==> config.mk <==
export PLATFORM = sky130hd
export DESIGN_NAME = hazard_scoreboard
export DESIGN_NICKNAME = d
export VERILOG_FILES = /design/src/rtl/hazard_scoreboard.sv
export SDC_FILE = /design/constraint.sdc
export NUM_CORES = 1
export LEC_CHECK = 0
export CORE_MARGIN = 2
export CORE_UTILIZATION = 35
export CTS_CLUSTER_SIZE = 20
export DETAILED_ROUTE_END_ITERATION = 10
export PLACE_DENSITY = 0.65
export RECOVER_POWER = 100
export SLEW_MARGIN = 20
export SYNTH_ARGS = -nofsm -noshare
export SYNTH_HDL_FRONTEND = slang
export SYNTH_SLANG_ARGS = --single-unit
export TNS_END_PERCENT = 5
==> constraint.sdc <==
create_clock -name clk_i -period 1.9 [get_ports clk_i]
set_input_delay 0.285 -clock clk_i [delete_from_list [all_inputs] [get_ports clk_i]]
set_output_delay 0.285 -clock clk_i [all_outputs]
set_load 0.01 [all_outputs]
==> src/rtl/hazard_scoreboard.sv <==
// RAW/load-use hazard unit: tracks in-flight register writers in an age-ordered shift tracker
// and stalls the ID instruction while any of its sources is still unavailable.
module hazard_scoreboard #(
    parameter int unsigned ADDR_W      = 5,
    parameter int unsigned MAX_LAT     = 4,
    parameter int unsigned LOAD_LAT    = 1,
    parameter int unsigned ALU_LAT     = 0,
    parameter int unsigned ZERO_REG_EN = 1,
    parameter int unsigned CNT_W       = 16
) (
    input  logic              clk_i,
    input  logic              rst_i,
    input  logic              IF_ID_Valid_i,
    input  logic [ADDR_W-1:0] IF_ID_RegisterRs_i,
    input  logic [ADDR_W-1:0] IF_ID_RegisterRt_i,
    input  logic              IF_ID_RsUsed_i,
    input  logic              IF_ID_RtUsed_i,
    input  logic              IF_ID_RegWrite_i,
    input  logic              IF_ID_MemRead_i,
    input  logic [ADDR_W-1:0] IF_ID_RegisterRd_i,
    input  logic              Mem_Stall_i,
    input  logic              Flush_i,
    output logic              PC_Write_o,
    output logic              IF_ID_Write_o,
    output logic              ID_EX_Bubble_o,
    output logic              Hazard_o,
    output logic [CNT_W-1:0]  Stall_Cnt_o
);

    localparam int unsigned LAT_W = $clog2(MAX_LAT + 1);
    localparam logic [LAT_W-1:0] LoadLat = LAT_W'(LOAD_LAT);
    localparam logic [LAT_W-1:0] AluLat  = LAT_W'(ALU_LAT);
    localparam bit ZeroRegEn = (ZERO_REG_EN != 0);

    logic [MAX_LAT-1:0] valid_q, valid_d;
    logic [ADDR_W-1:0]  rd_q  [MAX_LAT];
    logic [ADDR_W-1:0]  rd_d  [MAX_LAT];
    logic [LAT_W-1:0]   lat_q [MAX_LAT];
    logic [LAT_W-1:0]   lat_d [MAX_LAT];
    logic [CNT_W-1:0]   cnt_q, cnt_d;

    logic rs_hit, rt_hit, hazard, bubble_cycle, insert;

    // An entry at stage j still blocks readers only while its latency exceeds its age.
    always_comb begin
        rs_hit = 1'b0;
        rt_hit = 1'b0;
        for (int j = 0; j < int'(MAX_LAT); j++) begin
            if (valid_q[j] && (lat_q[j] > LAT_W'(j))) begin
                if (IF_ID_RsUsed_i && (rd_q[j] == IF_ID_RegisterRs_i)) rs_hit = 1'b1;
                if (IF_ID_RtUsed_i && (rd_q[j] == IF_ID_RegisterRt_i)) rt_hit = 1'b1;
            end
        end
        if (ZeroRegEn && (IF_ID_RegisterRs_i == '0)) rs_hit = 1'b0;
        if (ZeroRegEn && (IF_ID_RegisterRt_i == '0)) rt_hit = 1'b0;
        hazard = IF_ID_Valid_i && (rs_hit || rt_hit);
    end

    always_comb begin
        PC_Write_o     = 1'b1;
        IF_ID_Write_o  = 1'b1;
        ID_EX_Bubble_o = 1'b0;
        bubble_cycle   = 1'b0;
        if (Mem_Stall_i) begin
            PC_Write_o    = 1'b0;
            IF_ID_Write_o = 1'b0;
        end else if (Flush_i) begin
            ID_EX_Bubble_o = 1'b1;
        end else if (hazard) begin
            PC_Write_o     = 1'b0;
            IF_ID_Write_o  = 1'b0;
            ID_EX_Bubble_o = 1'b1;
            bubble_cycle   = 1'b1;
        end
    end

    assign insert = IF_ID_Valid_i && IF_ID_RegWrite_i && !Flush_i && !hazard;

    always_comb begin
        valid_d = valid_q;
        rd_d    = rd_q;
        lat_d   = lat_q;
        cnt_d   = cnt_q;
        if (!Mem_Stall_i) begin
            for (int k = 1; k < int'(MAX_LAT); k++) begin
                valid_d[k] = valid_q[k-1];
                rd_d[k]    = rd_q[k-1];
                lat_d[k]   = lat_q[k-1];
            end
            valid_d[0] = insert;
            rd_d[0]    = IF_ID_RegisterRd_i;
            lat_d[0]   = IF_ID_MemRead_i ? LoadLat : AluLat;
        end
        if (bubble_cycle && !(&cnt_q)) cnt_d = cnt_q + CNT_W'(1);
    end

    always_ff @(posedge clk_i) begin
        if (!rst_i) begin
            valid_q <= '0;
            cnt_q   <= '0;
            for (int k = 0; k < int'(MAX_LAT); k++) begin
                rd_q[k]  <= '0;
                lat_q[k] <= '0;
            end
        end else begin
            valid_q <= valid_d;
            rd_q    <= rd_d;
            lat_q   <= lat_d;
            cnt_q   <= cnt_d;
        end
    end

    assign Hazard_o    = hazard;
    assign Stall_Cnt_o = cnt_q;

endmodule

### Word level (Yosys, flattened, before mapping)

Cells that the tools add are included.

* bits in registers: 52
* latch bits: 0
* bits in writable memories: 0
* bits in read-only memories: 0
* input bits: 24
* logic and storage cells: 74
* memories: 0

* add/subtract/negate cells: 1
* multiply operators: 0
* div/mod/pow operators: 0
* order comparisons: 4
* equal/unequal tests: 8
* shifts and indexed selects: 0
* multiplexer cells: 27
* bitwise gates (word level): 0
* reductions and logical operators: 24

Operator list (count)
* 5-bit == test: 8
* 1-bit 2-to-1 mux: 27
* 1-bit logical AND: 17
* 16-bit by 1-bit adder with 16-bit output (second input constant): 1
* 16-bit AND reduction: 1
* 5-bit logical NOT: 2
* 3-bit by 1-bit > comparator with 1-bit output (second input constant): 2
* 3-bit by 2-bit > comparator with 1-bit output (second input constant): 2
* 1-bit logical NOT: 3
* 1-bit logical OR: 1

### Longest topological paths before layout

Gate-level depths: netlist of run 1.

* depth after elaboration: 17
* depth in mapped cells: 8
* gate-level depth less buffers: 6

### Worst setup path before layout of run 1

No wires, ideal clock.

* path kind: register to register
* start point: register cnt_q[0] (netlist: Stall_Cnt_o[0])
* end point: register cnt_q[7] (netlist: Stall_Cnt_o[7])
* arrival time: 1.733 ns
* data required time: 1.772 ns
* setup slack: 0.039 ns
* cell stages (with the launch flop): 7
* path buffers: 0
* period minus slack after synthesis: 1.861 ns
* cells stage by stage: dfxtp_1 ha_1 nand3_1 o311ai_1 a211oi_1 xnor2_1 nor2_1

* longest elaborated chain between the ends: 3

Ends and longest elaborated chain
* start, declared: RTL line 40 `logic [CNT_W-1:0] cnt_q, cnt_d;`
* start signal, assigned: RTL line 109 `cnt_q <= cnt_d;`
* parallel branches: the longest is 3 deep, another holds 16-bit by 1-bit adder with 16-bit output

Parallel ways; which one is timed is not known.
A chain may end at the register's enable or synchronous reset.

### Worst setup path in the final report of run 1

* start point: register rd_q[15] (netlist name)
* end point: register cnt_q[10] (netlist: Stall_Cnt_o[10])

* longest elaborated chain between the ends: 17

Ends and longest elaborated chain
* start, declared: RTL line 36 `logic [ADDR_W-1:0] rd_q [MAX_LAT];`
* start signal, assigned: RTL line 107 `rd_q <= rd_d;`
* 5-bit == test (on tied branches): RTL line 50, 51
* 1-bit logical AND (on tied branches): RTL line 50, 51
* 1-bit 2-to-1 mux (on tied branches): RTL line 50, 51
* 1-bit 2-to-1 mux: RTL line 49 `if (valid_q[j] && (lat_q[j] > LAT_W'(j))) begin`
* 1-bit 2-to-1 mux (on tied branches): RTL line 50, 51
* 1-bit 2-to-1 mux: RTL line 49
* 1-bit 2-to-1 mux (on tied branches): RTL line 50, 51
* 1-bit 2-to-1 mux: RTL line 49
* 1-bit 2-to-1 mux (on tied branches): RTL line 50, 51
* 1-bit 2-to-1 mux: RTL line 49
* 1-bit 2-to-1 mux (on tied branches): RTL line 54, 55
* 1-bit logical OR (*): RTL line 56 `hazard = IF_ID_Valid_i && (rs_hit || rt_hit);`
* 1-bit logical AND (*): RTL line 56
* 1-bit 2-to-1 mux (*): RTL line 69 `end else if (hazard) begin`
* 1-bit 2-to-1 mux (*): RTL line 67 `end else if (Flush_i) begin`
* 1-bit 2-to-1 mux (*): RTL line 64 `if (Mem_Stall_i) begin`
* 1-bit logical AND (*): RTL line 94 `if (bubble_cycle && !(&cnt_q)) cnt_d = cnt_q + CNT_W'(1);`

Every way passes the cells marked *; elsewhere a longest branch is shown, timed or not.

==> results of run 1 <==
[routing by layer]
metal,vias to the layer above,wire length (um),global-route usage [%]
met3,4,102,3.082
met4,0,35,5.469
met2,24,2045,34.60
met5,-,0,0
met1,705,1627,22.60
li1,708,-,-
[cell families after synthesis]
kind of cell             count (synthesis)  synth area share [%]
XOR/XNOR                                10                 6.567
multiplexers                             9                 6.754
flip-flops                              23                 34.52
adder cells (fa/ha/maj)                  1                0.9379
AO/OA/AOI/OAI                           30                 17.36
AND/OR/NAND/NOR                         67                 29.93
buffers and inverters                   12                 3.940
[power by group through the flow]
stage	sequential [W]	combinational, W	clock [W]
6_report	0.000503	0.000157	0.000316
3_5_place_dp	0.000511	0.000140	0
4_1_cts	0.000503	0.000156	0.000330
5_1_grt	0.000504	0.000170	0.000347
2_1_floorplan	0.000508	0.0000635	0
3_3_place_gp	0.000511	0.000136	0
[area by class of cell]
type | count | area, um^2 | area share, %
flip-flops and latches | 23 | 469.2 | 21.50
clock buffers | 3 | 41.29 | 1.892
multi-input cells | 117 | 919.6 | 42.14
clock inverters | 1 | 5.005 | 0.2294
well taps | 48 | 60.06 | 2.752
repair buffers | 75 | 668.1 | 30.62
inverters | 5 | 18.77 | 0.8601
[worst max-delay path by stage]
stage	start	endpoint	slack, ps	cells after the start
3_5_place_dp	IF_ID_RegisterRs_i[0]	ID_EX_Bubble_o	-510	8
5_1_grt	rd_q[15]	Stall_Cnt_o[10]	-200	7
6_report	rd_q[15]	Stall_Cnt_o[10]	-90	7
2_1_floorplan	Stall_Cnt_o[0]	Stall_Cnt_o[7]	40	6
4_1_cts	rd_q[19]	Stall_Cnt_o[10]	-90	7
3_3_place_gp	IF_ID_RegisterRs_i[0]	PC_Write_o	-490	7
[layout by cell type (no fill, tap or decap), types with 6 or more instances in the layout]
master / synthesis / layout
sky130_fd_sc_hd__clkdlybuf4s50_1: 0 / 31
sky130_fd_sc_hd__a21oi_1: 8 / 6
sky130_fd_sc_hd__mux2i_1: 9 / 9
sky130_fd_sc_hd__nand2_1: 12 / 11
sky130_fd_sc_hd__nor2_1: 12 / 11
sky130_fd_sc_hd__dlygate4sd2_1: 0 / 8
sky130_fd_sc_hd__buf_4: 1 / 25
sky130_fd_sc_hd__dfxtp_1: 23 / 18
sky130_fd_sc_hd__nand3_1: 8 / 8
[worst min-delay path, cell delays in order (launching register included)]
cell	delay, ps
sky130_fd_sc_hd__dfxtp_1	330
sky130_fd_sc_hd__nand2_1	60
sky130_fd_sc_hd__mux2i_1	50
[metrics by stage]
step	cell area, um^2	setup slack [ps]
3_5_place_dp	1991	-512.8
3_3_place_gp	1991	-485.7
4_1_cts	2135	-89.25
6_report	2182	-94.68
2_1_floorplan	1334	39.36
5_1_grt	2182	-203.9
[timing repair]
action,in CTS,in global routing
pin swaps,24,5
buffers inserted,7,0
resized for setup,46,12
hold buffers,0,0
endpoints found under the setup margin,16,19
[registers in the layout (all words and copies together) (netlist names)]
signal and count:
rd_q 5, Stall_Cnt_o 16, lat_q 1, valid_q 1
==> run summary, run 1 <==
The number of placed I/O pins is 44, and the final-layout worst hold slack is 488.5 ps. The repair_antennas step left the layout with diodes totalling 0. The logs give 152 for the post-synthesis cell count and 0 for the remaining global-route overflow. For this block, the via count after detailed routing is 1,441.

The kind of critical path is reg -> reg. The net switching share of the total power was 25.36%; the minimum clock period was 1995 ps. The most used flip-flop cell after synthesis is sky130_fd_sc_hd__dfxtp_1. The synthesized netlist occupies a cell area of 1334 um^2. For this run, the share of the core covered by cells in the final layout is 59.60%.

After clock tree synthesis, the clock-pin slew on the worst setup and hold paths is 90 ps. The data required time at the worst endpoint is 2110 ps. At the pin with the least slew margin, the transition time is 377.3 ps.

The arrival time at the worst endpoint came out at 2200 ps. Compared with the post-synthesis result, the final layout area differs by 63.60%. The number of synthesized register bits came out at 23. The HPWL after detailed placement is 2866 um.

For this block, the routed nets add up to 3811 um of wire. By count the netlist is led by 23 x sky130_fd_sc_hd__dfxtp_1, 12 x sky130_fd_sc_hd__nand2_1, 12 x sky130_fd_sc_hd__nor2_1, 9 x sky130_fd_sc_hd__mux2i_1. The number of DRC markers after the initial detailed-route iteration came out at 58. The number of maximum-capacitance violations was 0; the overall fraction of global-route tracks in use was 18.96%.

Internal power comes to 0.0007284 W. The initialized floorplan defines 22 standard-cell rows. Summed over all instances, the cell type with the most area after synthesis is sky130_fd_sc_hd__dfxtp_1. The CTS sink count was 23. The count of cells in the finished layout, fillers not included, comes to 272.

For the fraction of power consumed by the clock network, the log shows 32.4%. For this run, the top clock speed supported by timing is 501.3 MHz. TritonCTS built the clock tree.

For the net switching power figure, the log shows 0.0002475 W. STA classifies the critical path endpoint as a flip-flop. No sink is reached through more buffers than the 2 on the longest clock path.

In the post-synthesis netlist, the biggest area contributors are sky130_fd_sc_hd__dfxtp_1 35%, sky130_fd_sc_hd__mux2i_1 6.8%, sky130_fd_sc_hd__xor2_1 5.3%. In this run the register-to-register setup slack is -90 ps. Initial antenna violation count: 0.

The starting density of the core was 36.43%. Routed length per placed instance: 14.01 um. The tools report the cell at the root of the clock tree as sky130_fd_sc_hd__clkbuf_8.

The total count of max-transition violations in the final report was 0. The layout has 325 filler cells. Power comes to 0.0009759 W. The sum of buffers and inverters on the critical path works out to 1.

The global-route wire length before repair was 6348 um. The type of the tightest min-delay check is reg -> reg. From left edge to right edge, the die measures 65.73 um. The H-tree depth is 1.

Between clock sinks in the finished design, the worst skew comes to 11.93 ps. Headroom to the max-slew limit came out at 74.77%. The maximum vdd ir drop was 0.2807 mV; the final critical-path share of the clock period was 105.0%.

Measured in cells, the most critical reg-to-reg path has a length of 7. Among all stages on the critical path, the largest delay is contributed by sky130_fd_sc_hd__or4b_4. Setup repair after global routing could not meet its margin everywhere. The run finished, with violations left. Dominant delay contributor by cell family on the critical path: simple AND/OR/NAND/NOR gates.

The cell depth of the worst hold path was 2. The die is 65.73 um tall. The total of buffers placed on input and output ports was 43; the warning count from the yosys run was 0.

For this design the ratio of total power to cell area is 447.2 nW/um^2. For the final worst setup slack, the log shows -94.68 ps. Sequential cells burn 51.5% of the power. The number of global-route vias before repair was 1,400; the synthesized net count was 177. The path with the worst hold slack has its endpoint at Stall_Cnt_o[15]. The logs give 16.1% for the proportion of power drawn by combinational gates and -278.6 ps for the sum of negative setup slack. Share of cells above drive strength 1: 30.36%. The critical path startpoint category was a flip-flop. The count of nets left with antenna violations once routing finished came out at 0. In this design, the stage delay of the slowest critical-path cell is 500 ps. The number of iterations in the first detailed-routing pass was 4. Of all flip-flops after synthesis, the portion carrying an async set or reset was 0%. The final layout contains 250 nets. The average instance in the mapped netlist occupies 8.775 um^2.

Traced cell by cell, the critical path runs through xor2_1 > nor3_2 > nand3_1 > buf_6 > a211oi_4 > or4b_4 > a21oi_2. The analysis attributes to cell leakage a power of 0.8568 nW. For this run, design rule violations remaining after detail routing come to 0. The core footprint was 3661 um^2; the hold violation total from the final report was 0.

For the clock insertion delay at the later pin of the skew report, the log shows 280 ps. Entering global routing, the biggest net connects 14 pins. In this run, CTS created clock tree buffers numbering 3. Yosys instantiated no cell more often than sky130_fd_sc_hd__dfxtp_1. For the number of distinct library cells after synthesis, the log shows 46. Worst min-delay path startpoint: Stall_Cnt_o[15]. The tools report the critical register-to-register path startpoint as rd_q[15].

The synthesized design devotes to its leading area cell type 34.52% of total area. In this run, synthesis inferred 0 flip-flops with an integrated enable. The largest driver fanout on the critical path came out at 4. After synthesis, flip-flops and latches occupy 34.52% of the total area.

Using the TritonRoute via totals, the vias-per-cell ratio works out to 5.298. The die covers 4320 um^2. The congestion estimate from routability-driven global placement came to 0.8570. Setup violations remaining at the end of the flow were counted as 9. Counting tap cells, the placed design contains a total of 261 instances. The reg-to-reg endpoint is Stall_Cnt_o[10]. The checks that failed: setup timing.
Note: power is estimated with default switching activity, not from simulation.
==> run 2, diff against run 1 <==
--- a/config.mk
+++ b/config.mk
@@ -11,6 +11,7 @@
 export DETAILED_ROUTE_END_ITERATION = 10
 export PLACE_DENSITY = 0.65
 export RECOVER_POWER = 100
+export SETUP_SLACK_MARGIN = 0.2
 export SLEW_MARGIN = 20
 export SYNTH_ARGS = -nofsm -noshare
 export SYNTH_HDL_FRONTEND = slang
==> run 2 against run 1 <==
  * Clock-buffer cell count did not move
  * Total power up 1.2%
  * Highest routed layer unchanged
  * Non-clock buffer count down 4
  * Cell area increased by 0.46%
  * Sequential share of layout area rose by 0.073 points
  * Critical path type unchanged
  * Sequential power about the same
  * Wire length decreased by 1.2%
  * Clock skew fell by 5.2 ps
  * Via count shrank 2.6%
  * The run still ends with setup timing left
==> run summary, run 2 (synthesized netlist as in run 1, its figures left out) <==
The run finished, with violations left. Violated checks: setup timing (unchanged). The overall routed net length was 3764 um (was 3811 um); the clock insertion delay at the later pin of the skew report was 280 ps (about the same). The tools report the total cell area at the placement stage as 2018 um^2 (was 1991 um^2). Total of buffers placed on input and output ports: 43 (unchanged). The remaining global-route overflow is 0 (unchanged), and the hold violation total from the final report is 0 (unchanged). The core footprint came out at 3661 um^2 (unchanged). Most frequent cells in the layout: 29 x sky130_fd_sc_hd__clkdlybuf4s50_1, 25 x sky130_fd_sc_hd__buf_4, 17 x sky130_fd_sc_hd__dfxtp_1 (was 31 x sky130_fd_sc_hd__clkdlybuf4s50_1, 25 x sky130_fd_sc_hd__buf_4, 18 x sky130_fd_sc_hd__dfxtp_1). Cell at the root of the clock tree: sky130_fd_sc_hd__clkbuf_8 (unchanged). The type of the tightest min-delay check was reg -> reg (unchanged).

The pin count of the biggest net entering global routing was 15 (was 14); the number of placed I/O pins was 44 (unchanged). The clock input transition at the sequential cells of the worst setup and hold paths was 90 ps (about the same); the proportion of power drawn by combinational gates was 15.7% (was 16.1%). The maximum buffer depth of the clock tree came out at 2 (unchanged). The logs give 2210 ps (was 2200 ps) for the arrival time at the worst endpoint and 268 (was 272) for the final instance count without filler cells.

The logs give 59.88% (was 59.60%) for the final design utilization and 331 (was 325) for the number of filler cells placed in the layout. The most frequent standard cell in the layout excluding fill and tap cells was sky130_fd_sc_hd__clkdlybuf4s50_1 (unchanged). The worst-margin pin slew is 378.7 ps (was 377.3 ps), and the final instance area is 2192 um^2 (was 2182 um^2). The tools report the area of the multi-input gates as 958.4 um^2 (was 919.6 um^2). The H-tree depth was 1 (unchanged).

The sort of element at the end of the critical path is a flip-flop (unchanged). Final worst setup slack: -94.38 ps (was -94.68 ps). Critical path startpoint category: a flip-flop (unchanged).

The global-route wire length before repair is 6134 um (was 6348 um). For the design internal power, the log shows 0.0007251 W (was 0.0007284 W). The initial antenna violation count was 0 (unchanged); the register area was 473.0 um^2 (was 469.2 um^2).

The kind of critical path was reg -> reg (unchanged). The final critical-path share of the clock period was 105.0% (about the same); the number of buffers added to fix hold violations after cts was 0 (unchanged). The total power draw is 0.0009876 W (was 0.0009759 W), and the placed wire-length estimate is 2809 um (was 2866 um). The routed length per placed instance came out at 14.04 um (was 14.01 um). The count of final setup violators was 8 (was 9); the worst slew margin relative to its limit was 74.42% (was 74.77%).

The overall fraction of global-route tracks in use came out at 17.82% (was 18.96%). The CTS sink count is 23 (unchanged), and the growth of design area from synthesis to finish is 64.35% (was 63.60%). For the net count of the finished layout, the log shows 246 (was 250). The floorplan die width was 65.73 um (unchanged); the die extent in y was 65.73 um (unchanged). The total instance count after detailed placement was 262 (was 261); the flip-flop count of the largest register, all copies and words added was 16 (unchanged). For the total vias in the final route, the log shows 1,404 (was 1,441). The run gives 0 (unchanged) as the remaining antenna violation count after routing.

The logs give 60 (was 58) for the number of DRC markers after the initial detailed-route iteration and 1,414 (was 1,400) for the number of global-route vias before repair. Setup repair after global routing could not meet its margin everywhere. The maximum operating frequency was 501.4 MHz (was 501.3 MHz); the total clock buffers created by CTS was 3 (unchanged). The share of cells above drive strength 1 was 31.36% (was 30.36%). The largest driver fanout on the critical path was 4 (unchanged). For the fraction of power consumed by the clock network, the log shows 33.4% (was 32.4%). For the number of maximum-capacitance violations, the log shows 0 (unchanged).

The logs give 4 (unchanged) for the number of iterations in the first detailed-routing pass and 0 (unchanged) for the total count of max-transition violations in the final report. The number of diodes added for antenna fixing is 0 (unchanged), and the data required time at the worst endpoint is 2110 ps (about the same). The worst clock skew was 6.776 ps (was 11.93 ps); the row count was 22 (unchanged). The net switching share of the total power was 26.58% (was 25.36%); the starting density of the core was 36.43% (unchanged).

TritonCTS built the clock tree. The logs give 0 (unchanged) for the final routed DRC violation total and 0.8585 nW (was 0.8568 nW) for the static leakage. The sum of negative setup slack was -497.4 ps (was -278.6 ps). The tools report the maximum vdd ir drop as 0.2343 mV (was 0.2807 mV).

The detail-routed via count per cell works out to 5.239 (was 5.298). The logs give 0.7943 (was 0.8570) for the global placement routability congestion and 0.0002625 W (was 0.0002475 W) for the net switching power figure. The register share of total power was 50.9% (was 51.5%); the power density over the cells was 450.5 nW/um^2 (was 447.2 nW/um^2). The minimum clock period was 1994 ps (was 1995 ps).

The run gives 4320 um^2 (unchanged) as the area of the die.
-- run 2: layer usage --
metal	part of all wire, %	wire, um	track usage, %
met3	2.8	106	1.712
met5	0	0	0
met1	44	1668	22.27
met4	0.74	28	5.208
met2	52	1961	32.07
-- run 2: layout make-up --
cell class	instances	area share, %
clock buffers	3	1.884
clock inverters	1	0.3425
inverters	5	0.8562
multi-input cells	117	43.72
flip-flops and latches	23	21.58
well taps	48	2.740
repair buffers	71	28.88
-- run 2: final timing paths --
check | startpoint | to | slack [ps] | depth (start not counted)
hold reg to reg | Stall_Cnt_o[15] | Stall_Cnt_o[15] | 510 | 2
setup / recovery | rd_q[17] | Stall_Cnt_o[10] | -90 | 7
setup reg to reg | rd_q[17] | Stall_Cnt_o[10] | -90 | 7
hold / removal | Stall_Cnt_o[15] | Stall_Cnt_o[15] | 510 | 2
-- run 2: per-stage QoR --
step	setup slack [ps]	hold WS [ps]
after global routing	-198.6	536.5
after global placement	-487.6	474.1
final	-94.38	513.2
after CTS	-82.77	508.6
after detailed placement	-522.2	494.6
after floorplan	99.06	428.8
-- run 2: what timing repair did --
item	in CTS	in global routing
setup buffers	0	2
pin swaps	11	6
setup endpoints to repair	19	20
gates resized for setup	45	10
gates cloned	0	0
-- run 2: critical path, stage by stage, from the launching register on --
cell	delay [ps]
sky130_fd_sc_hd__dfxtp_4	380
sky130_fd_sc_hd__xor2_2	150
sky130_fd_sc_hd__nor3_2	240
sky130_fd_sc_hd__nand3_2	130
sky130_fd_sc_hd__buf_6	140
sky130_fd_sc_hd__a211oi_4	280
sky130_fd_sc_hd__or4b_4	500
sky130_fd_sc_hd__a21oi_2	120
-- run 2: power groups by stage --
| stage | sequential (W) | clock [W] | combinational [W] |
|---|---|---|---|
| 2_1_floorplan | 0.000509 | 0 | 0.0000644 |
| 3_3_place_gp | 0.000510 | 0 | 0.000144 |
| 3_5_place_dp | 0.000511 | 0 | 0.000147 |
| 4_1_cts | 0.000502 | 0.000334 | 0.000144 |
| 5_1_grt | 0.000505 | 0.000358 | 0.000168 |
| 6_report | 0.000503 | 0.000330 | 0.000155 |
==> run 3, diff against run 2 <==
--- a/config.mk
+++ b/config.mk
@@ -9,8 +9,8 @@
 export CORE_UTILIZATION = 35
 export CTS_CLUSTER_SIZE = 20
 export DETAILED_ROUTE_END_ITERATION = 10
-export PLACE_DENSITY = 0.65
-export RECOVER_POWER = 100
+export DONT_BUFFER_PORTS = 1
+export PLACE_DENSITY = 0.5
 export SETUP_SLACK_MARGIN = 0.2
 export SLEW_MARGIN = 20
 export SYNTH_ARGS = -nofsm -noshare
==> run 3 against run 2 <==
  * The flow still finishes with violations (setup timing)
  * First-iteration DRC count shrank 1.7%
  * Clock power decreased by 6%
  * Combinational power decreased by 37%
  * Highest routed layer unchanged
==> run summary, run 3 (synthesized netlist as in run 1, its figures left out) <==
The maximum operating frequency is 501.6 MHz (was 501.4 MHz). For the hold violation total from the final report, the log shows 0 (unchanged). The fraction of power consumed by the clock network is 34.1% (was 33.4%).

The total clock buffers created by CTS is 3 (unchanged). The starting density of the core came out at 36.43% (unchanged). The kind of critical path was reg -> reg (unchanged). Reg-to-reg endpoint: Stall_Cnt_o[8] (was Stall_Cnt_o[10]). Overall fraction of global-route tracks in use: 17.19% (was 17.82%).

Final worst setup slack: -93.43 ps (was -94.38 ps). The largest driver fanout on the critical path came out at 4 (unchanged). The minimum clock period works out to 1993 ps (was 1994 ps).

Worst-case hold path end point: Stall_Cnt_o[3] (was Stall_Cnt_o[15]). The final routed DRC violation total is 0 (unchanged). Violated checks: setup timing (unchanged). Setup repair after global routing could not meet its margin everywhere. The number of DRC markers after the initial detailed-route iteration was 59 (was 60); the clock insertion delay at the later pin of the skew report was 270 ps (was 280 ps).

The net switching power figure came out at 0.0002209 W (was 0.0002625 W). Remaining antenna violation count after routing: 0 (unchanged). The share of cells above drive strength 1 works out to 42.08% (was 31.36%). Most frequent standard cell in the layout excluding fill and tap cells: sky130_fd_sc_hd__buf_4 (was sky130_fd_sc_hd__clkdlybuf4s50_1). The worst-margin pin slew was 576.5 ps (was 378.7 ps). Area of the die: 4320 um^2 (unchanged).

The row count was 22 (unchanged). The flip-flop count of the largest register, all copies and words added was 16 (unchanged); the global placement routability congestion was 0.8045 (was 0.7943). The tools report the cell at the root of the clock tree as sky130_fd_sc_hd__clkbuf_8 (unchanged).

The worst min-delay path startpoint is rst_i (was Stall_Cnt_o[15]). The tools report the design internal power as 0.0006894 W (was 0.0007251 W). Arrival time at the worst endpoint: 2190 ps (was 2210 ps).

Sort of element at the end of the critical path: a flip-flop (unchanged). The critical path startpoint category was a flip-flop (unchanged). The tools report the number of maximum-capacitance violations as 0 (unchanged). The H-tree depth came out at 1 (unchanged). The CTS sink count came out at 23 (unchanged). The detail-routed via count per cell came out at 5.597 (was 5.239). The die extent in y is 65.73 um (unchanged), and the maximum vdd ir drop is 0.3416 mV (was 0.2343 mV). The clock input transition at the sequential cells of the worst setup and hold paths is 80 ps (was 90 ps). The tools report the total vias in the final route as 1,293 (was 1,404).

Most frequent cells in the layout: 27 x sky130_fd_sc_hd__buf_4, 15 x sky130_fd_sc_hd__dfxtp_1, 11 x sky130_fd_sc_hd__nor2_1 (was 29 x sky130_fd_sc_hd__clkdlybuf4s50_1, 25 x sky130_fd_sc_hd__buf_4, 17 x sky130_fd_sc_hd__dfxtp_1). The number of global-route vias before repair was 1,299 (was 1,414). TritonCTS built the clock tree. Number of filler cells placed in the layout: 359 (was 331). The logs give 3646 um (was 3764 um) for the overall routed net length and 17 (was 15) for the pin count of the biggest net entering global routing. The growth of design area from synthesis to finish is 40.90% (was 64.35%). The power density over the cells was 484.4 nW/um^2 (was 450.5 nW/um^2). The logs give 0 (unchanged) for the number of diodes added for antenna fixing and 55.1% (was 50.9%) for the register share of total power. The run gives 0 (unchanged) as the initial antenna violation count. The run gives 4 (unchanged) as the number of iterations in the first detailed-routing pass. The type of the tightest min-delay check was in -> reg (was reg -> reg).

Static leakage: 0.7487 nW (was 0.8585 nW). The total count of max-transition violations in the final report is 0 (unchanged), and the worst reg2reg path depth is 7 (unchanged). The critical register-to-register path startpoint is rd_q[17] (unchanged).

Ordered cell list for the critical path: xor2_2 > nor3_4 > buf_6 > nand3_4 > a211oi_4 > or4b_4 > a21oi_2 (was xor2_2 > nor3_2 > nand3_2 > buf_6 > a211oi_4 > or4b_4 > a21oi_2). The routed length per placed instance was 15.78 um (was 14.04 um); the number of placed I/O pins was 44 (unchanged). The data required time at the worst endpoint was 2100 ps (was 2110 ps). The final critical-path share of the clock period was 104.9% (was 105.0%). Highest cell delay on the worst timing path: 500 ps (about the same).

The flow ran to the end, but the final reports show violations. The core footprint is 3661 um^2 (unchanged). The tools report the maximum buffer depth of the clock tree as 2 (unchanged).

The cell depth of the worst hold path works out to 1 (was 2). The run gives 138.3 ps (was 513.2 ps) as the final-layout worst hold slack. The sum of negative setup slack was -255.2 ps (was -497.4 ps); the placed wire-length estimate was 2648 um (was 2809 um).

The total of buffers placed on input and output ports works out to 0 (was 43). Worst clock skew: 3.448 ps (was 6.776 ps). The tools report the register-to-register setup slack as -90 ps (about the same).

The net count of the finished layout is 209 (was 246). Slowest stage cell on the critical path: sky130_fd_sc_hd__or4b_4 (unchanged). The floorplan die width is 65.73 um (unchanged), and the net switching share of the total power is 24.27% (was 26.58%).

The count of final setup violators came out at 7 (was 8). The proportion of power drawn by combinational gates is 10.8% (was 15.7%), and the worst slew margin relative to its limit is 61.52% (was 74.42%). The logs give 0 (unchanged) for the number of buffers added to fix hold violations after cts and 5789 um (was 6134 um) for the global-route wire length before repair.

The tools report the remaining global-route overflow as 0 (unchanged).
==> run 3: how the worst max path moves through the flow <==
stage | start | end | slack [ps] | cells after the start
global placement | rd_q[18] | Stall_Cnt_o[10] | 10 | 7
global route | rd_q[18] | Stall_Cnt_o[8] | -160 | 6
CTS | rd_q[17] | Stall_Cnt_o[8] | -30 | 6
detailed placement | rd_q[16] | Stall_Cnt_o[4] | -20 | 7
finish | rd_q[17] | Stall_Cnt_o[8] | -90 | 7
floorplan | rd_q[19] | Stall_Cnt_o[10] | 100 | 6
==> run 3: worst max-delay path, delay by kind of cell, from the launching register on <==
family,cells,cell delay (ps)
AND/OR/NAND/NOR,3,820
AO/OA/AOI/OAI,2,450
flip-flops,1,380
XOR/XNOR,1,160
buffers and inverters,1,130
==> run 3: layer usage <==
| metal | share of wire (%) | routed length (um) | GRT usage (%) | vias to the layer above |
|---|---|---|---|---|
| li1 | - | - | - | 626 |
| met1 | 41 | 1495 | 19.51 | 625 |
| met2 | 50 | 1831 | 31.19 | 36 |
| met3 | 6.9 | 253 | 3.767 | 6 |
| met4 | 1.8 | 65 | 6.250 | 0 |
| met5 | 0 | 0 | 0 | - |
==> run 3: cell type report <==
| class | count | area [um^2] | share of cell area, % |
|---|---|---|---|
| inverter | 5 | 18.77 | 0.9987 |
| timing repair buffer | 34 | 290.3 | 15.45 |
| multi-input combinational | 117 | 985.9 | 52.46 |
| tap | 48 | 60.06 | 3.196 |
| clock buffer | 3 | 41.29 | 2.197 |
| sequential | 23 | 478.0 | 25.43 |
| clock inverter | 1 | 5.005 | 0.2663 |
==> run 3: repair_timing <==
item,4_1_cts,5_1_grt
pin swaps,17,13
gates resized for setup,30,17
buffers inserted,0,5
gates cloned,0,0
hold endpoints to repair,0,0
setup endpoints to repair,20,20
==> run 3: power by group through the flow <==
stage / logic, W / registers [W] / clock network, W
detailed placement: 0.0000757 / 0.000510 / 0
floorplan: 0.0000644 / 0.000509 / 0
CTS: 0.0000817 / 0.000503 / 0.000325
global placement: 0.0000743 / 0.000510 / 0
global route: 0.000107 / 0.000504 / 0.000343
finish: 0.0000979 / 0.000502 / 0.000311
==> run 3: metrics by stage <==
| stage | instances | total power (W) | instance area [um^2] | setup WS (ps) | utilization (%) |
|---|---|---|---|---|---|
| 3_3_place_gp | 222 | 0.0005844 | 1610 | 12.68 | 43.99 |
| 6_report | 231 | 0.0009102 | 1879 | -93.43 | 51.33 |
| 4_1_cts | 226 | 0.0009102 | 1764 | -25.29 | 48.19 |
| 3_5_place_dp | 222 | 0.0005862 | 1610 | -22.87 | 43.99 |
| 2_1_floorplan | 152 | 0.0005731 | 1354 | 99.06 | - |
| 5_1_grt | 231 | 0.0009531 | 1879 | -156.2 | 51.33 |
